<file path="config.mk">
export PLATFORM = sky130hd
export DESIGN_NAME = imm_operand_stage
export DESIGN_NICKNAME = d
export VERILOG_FILES = /design/src/rtl/imm_operand_stage.sv
export SDC_FILE = /design/constraint.sdc
export NUM_CORES = 1
export LEC_CHECK = 0
export BUFFER_PORTS_ARGS = -buffer_cell sky130_fd_sc_hd__buf_4
export CELL_PAD_IN_SITES_DETAIL_PLACEMENT = 2
export CELL_PAD_IN_SITES_GLOBAL_PLACEMENT = 2
export CORE_MARGIN = 1.5
export CORE_UTILIZATION = 33
export DETAILED_ROUTE_END_ITERATION = 7
export GPL_TIMING_DRIVEN = 0
export PLACE_DENSITY = 0.83
export SETUP_SLACK_MARGIN = 0.2
export SYNTH_ARGS = -nofsm -noshare
export SYNTH_HDL_FRONTEND = slang
export SYNTH_SLANG_ARGS = --single-unit
</file>
<file path="constraint.sdc">
create_clock -name clk -period 4.36 [get_ports clk]
set_input_delay 0.872 -clock clk [delete_from_list [all_inputs] [get_ports clk]]
set_output_delay 0.872 -clock clk [all_outputs]
set_load 0.02 [all_outputs]
</file>
<file path="src/rtl/imm_operand_stage.sv">
// Registered immediate-operand stage between ID and EX.
// Decodes, sign-extends and buffers immediates behind a two-entry skid.
module imm_operand_stage #(
  parameter int XLEN        = 32,
  parameter int TAG_W       = 32,
  parameter bit AUTO_DECODE = 1'b1
) (
  input  logic             clk,
  input  logic             rst,
  input  logic             flush,
  input  logic             in_valid,
  output logic             in_ready,
  input  logic [31:0]      in_instr,
  input  logic [2:0]       in_type,
  input  logic [TAG_W-1:0] in_tag,
  output logic             out_valid,
  input  logic             out_ready,
  output logic [XLEN-1:0]  out_imm,
  output logic [TAG_W-1:0] out_tag,
  output logic             out_illegal
);

  localparam logic [2:0] ITYPE = 3'd2;
  localparam logic [2:0] STYPE = 3'd3;
  localparam logic [2:0] BTYPE = 3'd4;
  localparam logic [2:0] UTYPE = 3'd5;
  localparam logic [2:0] JTYPE = 3'd6;

  localparam logic [6:0] OP_IMM  = 7'b0010011;
  localparam logic [6:0] OP_LOAD = 7'b0000011;
  localparam logic [6:0] OP_JALR = 7'b1100111;
  localparam logic [6:0] OP_SYS  = 7'b1110011;
  localparam logic [6:0] OP_ST   = 7'b0100011;
  localparam logic [6:0] OP_BR   = 7'b1100011;
  localparam logic [6:0] OP_LUI  = 7'b0110111;
  localparam logic [6:0] OP_AUI  = 7'b0010111;
  localparam logic [6:0] OP_JAL  = 7'b1101111;
  localparam logic [6:0] OP_REG  = 7'b0110011;

  typedef enum logic [2:0] {
    K_I, K_S, K_B, K_U, K_J, K_R, K_X
  } kind_t;

  typedef struct packed {
    logic [XLEN-1:0]  imm;
    logic [TAG_W-1:0] tag;
    logic             illegal;
  } ent_t;

  kind_t     kind;
  logic      s;
  logic [XLEN-1:0] imm;
  ent_t      new_e;
  ent_t      out_q;
  ent_t      skid_q;
  logic      skid_valid;
  logic      accept;
  logic      unused_in;

  assign unused_in = ^{in_type, in_instr[6:0]};
  assign s         = in_instr[31];

  // Immediate format: opcode lookup or explicit type code.
  always_comb begin
    kind = K_X;
    if (AUTO_DECODE) begin
      case (in_instr[6:0])
        OP_IMM, OP_LOAD,
        OP_JALR, OP_SYS:  kind = K_I;
        OP_ST:            kind = K_S;
        OP_BR:            kind = K_B;
        OP_LUI, OP_AUI:   kind = K_U;
        OP_JAL:           kind = K_J;
        OP_REG:           kind = K_R;
        default:          kind = K_X;
      endcase
    end else begin
      case (in_type)
        ITYPE:   kind = K_I;
        STYPE:   kind = K_S;
        BTYPE:   kind = K_B;
        UTYPE:   kind = K_U;
        JTYPE:   kind = K_J;
        default: kind = K_X;
      endcase
    end
  end

  // Sign-extended immediate; R and unknown formats yield zero.
  always_comb begin
    imm = '0;
    unique case (kind)
      K_I: imm = {{(XLEN-11){s}},
                  in_instr[30:20]};
      K_S: imm = {{(XLEN-11){s}},
                  in_instr[30:25],
                  in_instr[11:7]};
      K_B: imm = {{(XLEN-12){s}},
                  in_instr[7],
                  in_instr[30:25],
                  in_instr[11:8],
                  1'b0};
      K_U: imm = {{(XLEN-31){s}},
                  in_instr[30:12],
                  12'h000};
      K_J: imm = {{(XLEN-20){s}},
                  in_instr[19:12],
                  in_instr[20],
                  in_instr[30:21],
                  1'b0};
      default: imm = '0;
    endcase
  end

  assign new_e.imm     = imm;
  assign new_e.tag     = in_tag;
  assign new_e.illegal = (kind == K_X);

  assign in_ready    = !skid_valid;
  assign accept      = in_valid && in_ready;
  assign out_imm     = out_q.imm;
  assign out_tag     = out_q.tag;
  assign out_illegal = out_q.illegal;

  // Output register plus skid entry, kept in FIFO order.
  always_ff @(posedge clk) begin
    if (rst) begin
      out_valid  <= 1'b0;
      skid_valid <= 1'b0;
      out_q      <= '0;
      skid_q     <= '0;
    end else if (flush) begin
      out_valid  <= 1'b0;
      skid_valid <= 1'b0;
    end else if (!out_valid || out_ready) begin
      if (skid_valid) begin
        out_q      <= skid_q;
        out_valid  <= 1'b1;
        skid_valid <= 1'b0;
      end else begin
        out_valid <= accept;
        if (accept) out_q <= new_e;
      end
    end else if (accept) begin
      skid_q     <= new_e;
      skid_valid <= 1'b1;
    end
  end

endmodule

</file>
After elaboration in Yosys (flattened, before gate mapping)
Index checks and enable logic that the tools add are counted.
Storage, ports and cells
  output and inout port bits: 67
  bits of input ports: 72
  register bits after elaboration: 132
  logic and storage cells: 42
Operators by class
  bitwise gates (word level): 2
  reductions and logical operators: 12
  equal/unequal tests: 15
  muxes and demuxes: 5
Operator list (count)
  $pmux W32 S5: 1
  $mux W65: 2
  $eq A7 B7 Y1 const B: 4
  $eq A7 B6 Y1 const B: 3
  $pmux W3 S6: 1
  $eq A7 B5 Y1 const B: 2
  $eq A7 B2 Y1 const B: 1
  $eq A3 B2 Y1 const B: 2
  $eq A3 B3 Y1 const B: 2
  $reduce_and A3 Y1: 2
  $reduce_or A2 Y1: 2
  $reduce_or A4 Y1: 1
  $eq A3 B1 Y1 const B: 1
  $logic_not A3 Y1: 1
  $reduce_or A3 Y1: 1
  $logic_not A1 Y1: 2
  $not A1 Y1: 2
  $reduce_bool A2 Y1: 1
  $logic_and A1 B1 Y1: 1
  $logic_or A1 B1 Y1: 1
  $mux W1: 1

Depth between registers and ports, before layout
Gate-level depths: netlist of run 1.
  word-level depth: 7
  depth in mapped cells: 7
  depth with buffers taken out: 5

Worst setup path after synthesis of run 1
Ideal clock, no wire load.
  path kind: input to register
  from: input port in_instr[2]
  to: register out_q, in the netlist out_imm[10]
  setup time: 0.071 ns
  path buffers: 1
  stages on the path: 5
  data required time: 4.289 ns
  arrival: 2.038 ns
  setup slack: 2.252 ns
  cells stage by stage: buf_6 -> o21a_2 -> nor4b_4 -> and3_1 -> o2bb2ai_1
Between the ends
  cells in the longest elaborated chain, start to end: 7
  elaborated cells on any way between the ends: 21
  those cells by class: 14 x eq/ne; 4 x mux; 3 x reduce/logical
RTL lines
  start, declared: line 13  | input logic [31:0] in_instr,
  $eq A7 B5 Y1, or another cell as far along: line 67  | case (in_instr[6:0])
  $reduce_or A4 Y1 or $reduce_or A2 Y1 (tied branches): line 67
  $pmux W3 S6 (*): line 67
  $eq A3 B3 Y1, or another cell as far along: line 92  | unique case (kind)
  $pmux W32 S5 (*): line 92
  $mux W65 (*): line 142  | if (accept) out_q <= new_e;
  $mux W65 (*): line 136  | if (skid_valid) begin
  end signal, assigned: line 137  | out_q <= skid_q;
  end signal, assigned: line 142
  end, declared: line 54  | ent_t out_q;
Mark *: on every way between the ends. The rest lies on a longest branch, timed or not. The select of a mux whose other input is x is not followed.
A chain may end at the register's enable or synchronous reset.

Worst setup path after layout of run 1
  from: register skid_valid
  to: output port in_ready
Between the ends
  cells in the longest elaborated chain, start to end: 1
RTL lines
  start, declared: line 56  | logic skid_valid;
  start signal, assigned: line 129  | skid_valid <= 1'b0;
  start signal, assigned: line 134  | skid_valid <= 1'b0;
  start signal, assigned: line 139  | skid_valid <= 1'b0;
  $logic_not A1 Y1: line 119  | assign in_ready = !skid_valid;
  end, declared: line 12  | output logic in_ready,
No other way between the ends.

==> impl_metrics.tcl, run 1 <==
set metrics [dict create \
    layout_common_cells "buf_4 (134), dfxtp_1 (132), nand2_1 (118)" \
    synth-simple-area-share 0.222 \
    synth_xor_area_frac 0 \
    ys_top_cells_by_area "dfxtp_1 (46%), nand2_1 (7.7%), a211oi_1 (6.8%), mux2i_1 (6.1%), nor2_1 (5.3%)" \
    cts_root_buf "clkbuf_16" \
    synth_ff_type "dfxtp_1" \
    fin_nets 903 \
    grt_max_degree 17 \
    vias 5690 \
    ff2ff_setup_slack_ns 2.07 \
    path_cells "inv_1, clkbuf_1, clkbuf_1, buf_4" \
    ant_nets 0 \
    die_w_um 135 \
    fmax_mhz 339 \
    worst-path-buf-inv 4 \
    post-route-period-util 0.676 \
    cp_max_fo 10 \
    postSynthNetCount 751 \
    numClockSinks 132 \
    port_buffers 133 \
    htree_levels 4 \
    design_area_um2 7550 \
    power.density_nw_per_um2 392 \
    cts_tree "yes" \
    grt_pass1_vias 6429 \
    max_cap_viol_count 0 \
    run_status "complete, no violations" \
    fin_crit_ns 2.95 \
    path_depth 4 \
    reg2regPathDepth 7 \
    max_stage_delay_ns 0.63 \
    worst_slack_ns 1.41 \
    diodes 0 \
    grt_first_pass_wirelength_um 35500 \
    syn-cell-area_um2 5730 \
    synth_top_family_by_area "simple AND/OR/NAND/NOR gates" \
    ys_ff_latch 132 \
    area_delta_synth_final_pct 31.9 \
    worst-setup-path-type "flop to primary output" \
    ir_drop_v 0.000316 \
    drtIter0Drc 235 \
    synth_cell_types 47 \
    post_cts_buffers 0 \
    synthArstFlopShare 0 \
    rows 47 \
    drc 0 \
    gr-usage-all-layers 0.255 \
    vias_per_cell 5.35 \
    clk_pin_slew_ns 0.06 \
    dieArea_um2 18100 \
    critPathSlowestCell "clkbuf_1" \
    synth_edf_count 0 \
    cts_inserted_buffers 17 \
    startpoint "skid_valid" \
    clock_latency_ns 0.43 \
    final_util 0.451 \
    postPlaceCellArea_um2 7000 \
    r2r_end "skid_q[15]" \
    hpwlAfterDp_um 16400 \
    relSlewSlack 0.496 \
    crit_arrival_ns 2.08 \
    wl_per_cell_um 21.0 \
    yosys.area_share.adder 0 \
    finalHoldViolations 0 \
    crit_family "buffers and inverters" \
    worstMarginPinSlew_ns 0.746 \
    layout-drive-gt1-share 0.239 \
    dr.pass1.iters 4 \
    ctsResizeCount 0 \
    gp_congestion 0.871 \
    endpoint "in_ready" \
    setup-tns-final_ns 0 \
    timing.critical_path.mode_cell "clkbuf_1" \
    grt_antenna_before_repair 0 \
    grt-ovfl-total 0 \
    setup.worst_path.start_class "flop" \
    yosys.area.top_type "dfxtp_1" \
    clk_path_buf_depth 2 \
    drv_slew 0 \
    avgSynthCellArea_um2 8.43 \
    die_h_um 135 \
    endpoint_kind "primary output" \
    p_leak_uw 0.00279 \
    cts_hold_buf 0 \
    synth_top_area_frac 0.462 \
    hold_class "flop to flop" \
    rr_startpoint "skid_valid" \
    syn_inst 679 \
    worstPathRequired_ns 3.49 \
    ys_seq_area_frac 0.462 \
    setup_violations 0 \
    yosysWarnings 0 \
    totalWireLength_um 22300 \
    pre_cts_ws_ns 1.67 \
    clock_skew_ns 0.00779 \
    synth_compound_area_frac 0.206 \
    core_um2 16800 \
    io_pins 139 \
    grt_setup_unrepaired "false" \
    muxShareOfSynthArea 0.0612 \
    mostFrequentLayoutCell "buf_4" \
    initial_utilization 0.342 \
]
[state kept, by name, summed over array words and instances, names as in the netlist]
name	count
out_imm	32
skid_q	65
skid_valid	1
out_illegal	1
out_valid	1
out_tag	32
[worst reg2reg max path, cell delays in order, from the launching register on]
cell	delay [ns]
dfxtp_1	0.35
buf_2	0.30
nor2_1	0.11
nand3_1	0.32
buf_2	0.36
buf_1	0.43
nand2_1	0.12
a21oi_1	0.22
[cells by family after synthesis]
family / Yosys count
and+or+nand+nor: 277
AOI/OAI and AO/OA: 176
DFF: 132
buffers and inverters: 59
muxes: 35
[synth_stat cells (all sizes together) (2+ instances only)]
| library cell | number |
|---|---|
| o21bai | 4 |
| or3 | 7 |
| nand2b | 4 |
| nor4 | 4 |
| nand2 | 118 |
| o2bb2ai | 4 |
| nor3b | 7 |
| a211oi | 62 |
| nor2b | 3 |
| inv | 2 |
| a21oi | 55 |
| nor3 | 11 |
| nand3 | 15 |
| o21ai | 32 |
| and3 | 8 |
| or4 | 2 |
| clkbuf | 26 |
| buf | 31 |
| nand3b | 2 |
| o21a | 2 |
| mux2i | 35 |
| a311oi | 9 |
| and2 | 10 |
| dfxtp | 132 |
| nor4b | 2 |
| nor2 | 82 |
[worst min path at each step]
stage | startpoint | to | slack [ns] | cells past startpoint
6_report | skid_q[30] | skid_q[30] | 0.46 | 2
3_5_place_dp | skid_q[40] | skid_q[40] | 0.44 | 2
2_1_floorplan | skid_q[40] | skid_q[40] | 0.43 | 2
5_1_grt | skid_q[31] | skid_q[31] | 0.47 | 2
3_3_place_gp | skid_q[43] | skid_q[43] | 0.43 | 2
4_1_cts | skid_q[40] | skid_q[40] | 0.45 | 2
[through the flow]
step / power (uW) / instances / hold WS (ns)
after floorplan: 1450 / 679 / 0.428
after global placement: 1600 / 1032 / 0.434
after detailed placement: 1620 / 1032 / 0.444
after CTS: 2970 / 1064 / 0.452
after global routing: 3050 / 1064 / 0.474
final: 2960 / 1064 / 0.455
[layout make-up]
cell class / instances / area (um^2)
clock buffer: 18 / 439
sequential: 132 / 2640
fill: 1866 / 9210
buffer: 57 / 273
timing repair buffer: 133 / 998
tap: 220 / 275
inverter: 2 / 7.51
clock inverter: 14 / 113
multi-input combinational: 488 / 2800
[power breakdown]
group	switching, uW	internal (uW)	total [uW]
combinational	199	134	333
sequential	21.7	1240	1260
clock	568	792	1360
total	789	2170	2960
[routing by layer]
layer,vias up,wire length (um),part of all wire,track usage
li1,2685,-,-,-
met1,2847,9290,0.42,0.299
met2,135,11600,0.52,0.464
met3,23,1090,0.049,0.0593
met4,0,310,0.014,0.0681
met5,-,0,0,0
(Power assumes the default switching activity.)
==> inputs of run 2 (changes only) <==
--- a/config.mk
+++ b/config.mk
@@ -5,14 +5,15 @@
 export SDC_FILE = /design/constraint.sdc
 export NUM_CORES = 1
 export LEC_CHECK = 0
+export ABC_AREA = 1
 export BUFFER_PORTS_ARGS = -buffer_cell sky130_fd_sc_hd__buf_4
 export CELL_PAD_IN_SITES_DETAIL_PLACEMENT = 2
 export CELL_PAD_IN_SITES_GLOBAL_PLACEMENT = 2
 export CORE_MARGIN = 1.5
-export CORE_UTILIZATION = 33
+export CORE_UTILIZATION = 26
 export DETAILED_ROUTE_END_ITERATION = 7
 export GPL_TIMING_DRIVEN = 0
-export PLACE_DENSITY = 0.83
+export PLACE_DENSITY = 0.74
 export SETUP_SLACK_MARGIN = 0.2
 export SYNTH_ARGS = -nofsm -noshare
 export SYNTH_HDL_FRONTEND = slang
==> constraint.sdc (replaced) <==
create_clock -name clk -period 2.4 [get_ports clk]
set_input_delay 0.48 -clock clk [delete_from_list [all_inputs] [get_ports clk]]
set_output_delay 0.48 -clock clk [all_outputs]
set_load 0.02 [all_outputs]
==> run 2 against run 1 <==
Net effect: setup slack got worse by 0.91 ns; largest cell class unchanged; highest routed layer unchanged; critical path depth rose by 2; sequential cell count did not move; largest power group unchanged; die area rose by 34%; power rose by 83%; sequential power rose by 81%.
==> impl_metrics.tcl, run 2 <==
set metrics [dict create \
    run_status "complete, no violations" \
    clk_path_buf_depth 2 \
    ant_nets 0 \
    layout-drive-gt1-share 0.202 \
    cts_root_buf "clkbuf_16" \
    drc 0 \
    die_h_um 156 \
    synth_ff_type "dfxtp_1" \
    endpoint "out_tag[15]" \
    dr.pass1.iters 7 \
    startpoint "skid_valid" \
    grt-ovfl-total 0 \
    clock_skew_ns 0.0102 \
    post-route-period-util 0.792 \
    cts_tree "yes" \
    endpoint_kind "flop" \
    syn-cell-area_um2 6100 \
    die_w_um 156 \
    grt_max_degree 18 \
    relSlewSlack 0.562 \
    grt_pass1_vias 6907 \
    totalWireLength_um 23700 \
    ys_ff_latch 132 \
    top_register "skid_q" \
    finalHoldViolations 0 \
    ir_drop_v 0.000399 \
    setup.worst_path.start_class "flop" \
    p_leak_uw 0.00388 \
    rows 55 \
    cts_inserted_buffers 17 \
    setup-tns-final_ns 0 \
    yosysMostFrequentCell "nand2_1" \
    power.density_nw_per_um2 671 \
    fmax_mhz 526 \
    ys_seq_area_frac 0.433 \
    htree_levels 4 \
    gr-usage-all-layers 0.202 \
    worstPathRequired_ns 2.77 \
    synth_cell_types 27 \
    fin_crit_ns 1.90 \
    core_um2 22800 \
    crit_arrival_ns 2.27 \
    gp_congestion 0.819 \
    ys_top_cells_by_area "dfxtp_1 (43%), nand2_1 (11%), nor2_1 (9.5%), nand3_1 (9.0%), o21ai_0 (5.3%)" \
    worst-setup-path-type "flop to flop" \
    avgSynthCellArea_um2 6.91 \
    dieArea_um2 24400 \
    io_pins 139 \
    worstMarginPinSlew_ns 0.657 \
    yosys.area.top_type "dfxtp_1" \
    final_util 0.353 \
    setup_violations 0 \
    rr_startpoint "skid_valid" \
    postSynthNetCount 956 \
    synth_top_area_frac 0.433 \
    numClockSinks 132 \
    cts_hold_buf 0 \
    hpwlAfterDp_um 17300 \
    hold_class "input pin to flop" \
    initial_utilization 0.267 \
    grt_setup_unrepaired "false" \
    vias 6456 \
    post_cts_buffers 0 \
    grt_antenna_before_repair 0 \
    drv_slew 0 \
    wl_per_cell_um 17.4 \
    yosysWarnings 0 \
    cp_max_fo 17 \
    mostFrequentLayoutCell "nand2_1" \
    port_buffers 134 \
    drtIter0Drc 197 \
    r2r_end "out_tag[15]" \
    vias_per_cell 4.74 \
    max_cap_viol_count 0 \
    reg2regPathDepth 6 \
    synthArstFlopShare 0 \
    clk_pin_slew_ns 0.08 \
    area_delta_synth_final_pct 32.1 \
    layout_common_cells "nand2_1 (179), nor2_1 (155), buf_4 (142)" \
    synthTopCellsByCount "nand2_1 (179), nor2_1 (155), dfxtp_1 (132)" \
    largest_register_ffs 65 \
    syn_inst 884 \
    clock_latency_ns 0.44 \
    grt_first_pass_wirelength_um 37600 \
    synth_edf_count 0 \
    ff2ff_setup_slack_ns 0.50 \
    fin_nets 1108 \
]
run 2: where the power goes:
group / internal, uW / switching [uW] / total (uW)
combinational: 217 / 328 / 545
clock: 1370 / 1210 / 2580
sequential: 2250 / 34.3 / 2280
run 2: area by class of cell:
class / instances / area, um^2
fillers: 2773 / 14800
inverters: 58 / 218
diodes: 1 / 2.50
well taps: 313 / 392
repair buffers: 134 / 1010
multi-input cells: 626 / 2880
clock inverters: 15 / 135
clock buffers: 17 / 425
flip-flops and latches: 132 / 2640
plain buffers: 67 / 364
run 2: how the worst min path moves through the flow:
stage,start,endpoint,cells past startpoint
global placement,out_imm[31],out_imm[31],2
CTS,flush,skid_valid,2
floorplan,skid_q[28],out_tag[27],2
global route,flush,skid_valid,2
detailed placement,out_imm[31],out_imm[31],2
finish,flush,out_valid,2
run 2: worst max-delay path, cell delays in order, from the launching register on:
cell	delay (ns)
dfxtp_1	0.31
buf_4	0.17
inv_2	0.25
buf_2	0.37
clkbuf_1	0.45
nand2_1	0.11
a31oi_1	0.18
run 2: cells by family (layout without fill, tap and decap cells):
kind of cell	Yosys count	count (layout)	share of synthesized area
buf+inv	126	291	0.0957
other cells	0	1	0
flops	132	132	0.433
compound gates	173	173	0.164
simple gates	453	453	0.307
run 2: routing by layer:
layer / share of wire / global-route usage
met1: 0.47 / 0.259
met3: 0.036 / 0.0421
met2: 0.48 / 0.339
met5: 0 / 0
met4: 0.014 / 0.0608
run 2: timing repair:
| item | CTS | global route |
|---|---|---|
| resized for setup | 0 | 1 |
| gates cloned | 0 | 0 |
| hold endpoints to repair | 0 | 0 |
| endpoints found under the setup margin | 1 | 1 |
run 2: per-stage QoR:
step / setup WS [ns] / hold WS [ns] / instance area (um^2) / instances / total power (uW)
after global routing: 0.300 / 0.221 / 8060 / 1362 / 5630
after global placement: 0.179 / 0.452 / 7500 / 1331 / 2870
after detailed placement: 0.150 / 0.455 / 7500 / 1331 / 2880
final: 0.500 / 0.231 / 8060 / 1363 / 5410
after floorplan: 0.828 / 0.455 / 6100 / 884 / 2600
after CTS: 0.394 / 0.218 / 8060 / 1362 / 5480
==> inputs of run 3 (changes only) <==
--- a/config.mk
+++ b/config.mk
@@ -10,10 +10,10 @@
 export CELL_PAD_IN_SITES_DETAIL_PLACEMENT = 2
 export CELL_PAD_IN_SITES_GLOBAL_PLACEMENT = 2
 export CORE_MARGIN = 1.5
-export CORE_UTILIZATION = 26
+export CORE_UTILIZATION = 29
 export DETAILED_ROUTE_END_ITERATION = 7
 export GPL_TIMING_DRIVEN = 0
-export PLACE_DENSITY = 0.74
+export PLACE_DENSITY = 0.78
 export SETUP_SLACK_MARGIN = 0.2
 export SYNTH_ARGS = -nofsm -noshare
 export SYNTH_HDL_FRONTEND = slang
==> constraint.sdc (replaced) <==
create_clock -name clk -period 1.97 [get_ports clk]
set_input_delay 0.394 -clock clk [delete_from_list [all_inputs] [get_ports clk]]
set_output_delay 0.394 -clock clk [all_outputs]
set_load 0.02 [all_outputs]
==> run 3 against run 2 <==
Net effect: worst hold slack worse by 0.072 ns; register-to-register slack worse by 0.15 ns; routed wire length down 0.54%; sequential cell count unchanged; final cell count down 3.2%; count of clock-buffer cells in the layout up 2; clock skew about the same; highest routed layer unchanged; global-route usage up 2.1 points; die area down 10%; critical path type is now flop to primary output.
==> impl_metrics.tcl, run 3 (synthesis gave the netlist of run 2 again) <==
set metrics [dict create \
    setup.worst_path.start_class "flop" \
    initial_utilization 0.299 \
    ir_drop_v 0.000501 \
    layout_common_cells "nand2_1 (178), nor2_1 (154), buf_4 (144)" \
    cts_root_buf "clkbuf_16" \
    crit_arrival_ns 1.31 \
    layout-drive-gt1-share 0.218 \
    multi_input_area_um2 2880 \
    worst_slack_ns 0.268 \
    clk_pin_slew_ns 0.06 \
    cts_tree "yes" \
    grt_first_pass_wirelength_um 38000 \
    fill_cells 2437 \
    cts_inserted_buffers 17 \
    power.density_nw_per_um2 854 \
    relSlewSlack 0.567 \
    endpoint_kind "primary output" \
    htree_levels 4 \
    hold_class "input pin to flop" \
    clk_path_buf_depth 2 \
    cp_max_fo 10 \
    hpwlAfterDp_um 17200 \
    hold-worst-slack_ns 0.158 \
    cts_hold_buf 0 \
    rows 52 \
    drtIter0Drc 210 \
    gr-usage-all-layers 0.222 \
    numClockSinks 132 \
    startpoint "skid_valid" \
    grt-ovfl-total 0 \
    die_h_um 148 \
    run_status "complete, no violations" \
    final_cells 1320 \
    fin_nets 1109 \
    grt_antenna_before_repair 0 \
    drc 0 \
    vias 6591 \
    dr.pass1.iters 4 \
    ff2ff_setup_slack_ns 0.35 \
    p_switching_uw 1760 \
    seqPwrFrac 0.400 \
    worstMarginPinSlew_ns 0.649 \
    worst-setup-path-type "flop to primary output" \
    grt_max_degree 17 \
    setup-tns-final_ns 0 \
    ant_nets 0 \
    combPwrFrac 0.097 \
    diodes 0 \
    reg2regPathDepth 9 \
    clock_skew_ns 0.0100 \
    top_register "skid_q" \
    setup_violations 0 \
    grt_setup_unrepaired "false" \
    postPlaceCellArea_um2 7450 \
    mostFrequentLayoutCell "nand2_1" \
    totalWireLength_um 23600 \
    drv_slew 0 \
    power.internal_uw 5190 \
    area_delta_synth_final_pct 33.4 \
    dieArea_um2 21900 \
    endpoint "in_ready" \
    vias_per_cell 4.99 \
    core_um2 20400 \
    fmax_mhz 588 \
    fin_crit_ns 1.70 \
    regArea_um2 2640 \
    design_area_um2 8140 \
    placed_cells 1288 \
    pre_cts_ws_ns -0.192 \
    finalHoldViolations 0 \
    worstPathRequired_ns 1.58 \
    grt_pass1_vias 7080 \
    io_pins 139 \
    die_w_um 148 \
    largest_register_ffs 65 \
    port_buffers 134 \
    clkPwrFrac 0.503 \
    max_cap_viol_count 0 \
    swShare 0.254 \
    p_leak_uw 0.00397 \
    post-route-period-util 0.864 \
    wl_per_cell_um 17.9 \
    clock_latency_ns 0.43 \
    rr_startpoint "skid_valid" \
    r2r_end "out_tag[16]" \
    gp_congestion 0.816 \
]
## run 3: changes by cell type in the layout (fill, tap and decap cells not counted), sizes merged
cell	delta
diode	-1
clkbuf	+2
buf	+1
bufinv	+4
inv	-5
clkinvlp	-1
## run 3: area by class of cell
type | count | share of cell area
Clock buffer | 19 | 0.0544
Inverter | 58 | 0.0270
Buffer | 68 | 0.0510
Tap cell | 270 | 0.0415
Timing Repair Buffer | 134 | 0.124
Clock inverter | 13 | 0.0240
Multi-Input combinational cell | 626 | 0.354
Sequential cell | 132 | 0.325
## run 3: worst min path at each step
stage / startpoint / to / slack [ns] / cells after the start
global placement: out_imm[28] / out_imm[28] / 0.45 / 2
detailed placement: out_imm[11] / out_imm[11] / 0.46 / 2
floorplan: skid_q[28] / out_tag[27] / 0.45 / 2
finish: flush / out_valid / 0.16 / 2
global route: flush / out_valid / 0.15 / 2
CTS: flush / out_valid / 0.15 / 2
## run 3: timing repair
| item | CTS | global route |
|---|---|---|
| gates resized for setup | 14 | 27 |
| pin swaps | 0 | 0 |
| hold endpoints to repair | 0 | 0 |
| buffers inserted | 0 | 0 |
| setup endpoints to repair | 63 | 112 |
| cloned | 0 | 0 |
## run 3: critical path: stages (launching register included)
cell and delay, ns:
dfxtp_1 0.30, buf_4 0.17, inv_4 0.10, buf_6 0.16
buf_4 0.15
## run 3: metal layers
| metal | vias up | global-route usage | wire (um) |
|---|---|---|---|
| li1 | 3218 | - | - |
| met1 | 3253 | 0.278 | 10900 |
| met2 | 99 | 0.394 | 11700 |
| met3 | 21 | 0.0414 | 705 |
| met4 | 0 | 0.0540 | 293 |
| met5 | - | 0 | 0 |
## run 3: power groups by stage
stage | registers, uW | clock network [uW] | logic (uW)
5_1_grt | 2790 | 3680 | 739
4_1_cts | 2790 | 3560 | 679
6_report | 2790 | 3500 | 674
3_3_place_gp | 2840 | 0 | 656
3_5_place_dp | 2840 | 0 | 670
2_1_floorplan | 2900 | 0 | 269
## run 3: stage by stage
| step | utilization | total power, uW |
|---|---|---|
| 5_1_grt | 0.399 | 7210 |
| 4_1_cts | 0.397 | 7030 |
| 3_3_place_gp | 0.365 | 3500 |
| 3_5_place_dp | 0.365 | 3510 |
| 6_report | 0.399 | 6960 |
| 2_1_floorplan | - | 3170 |
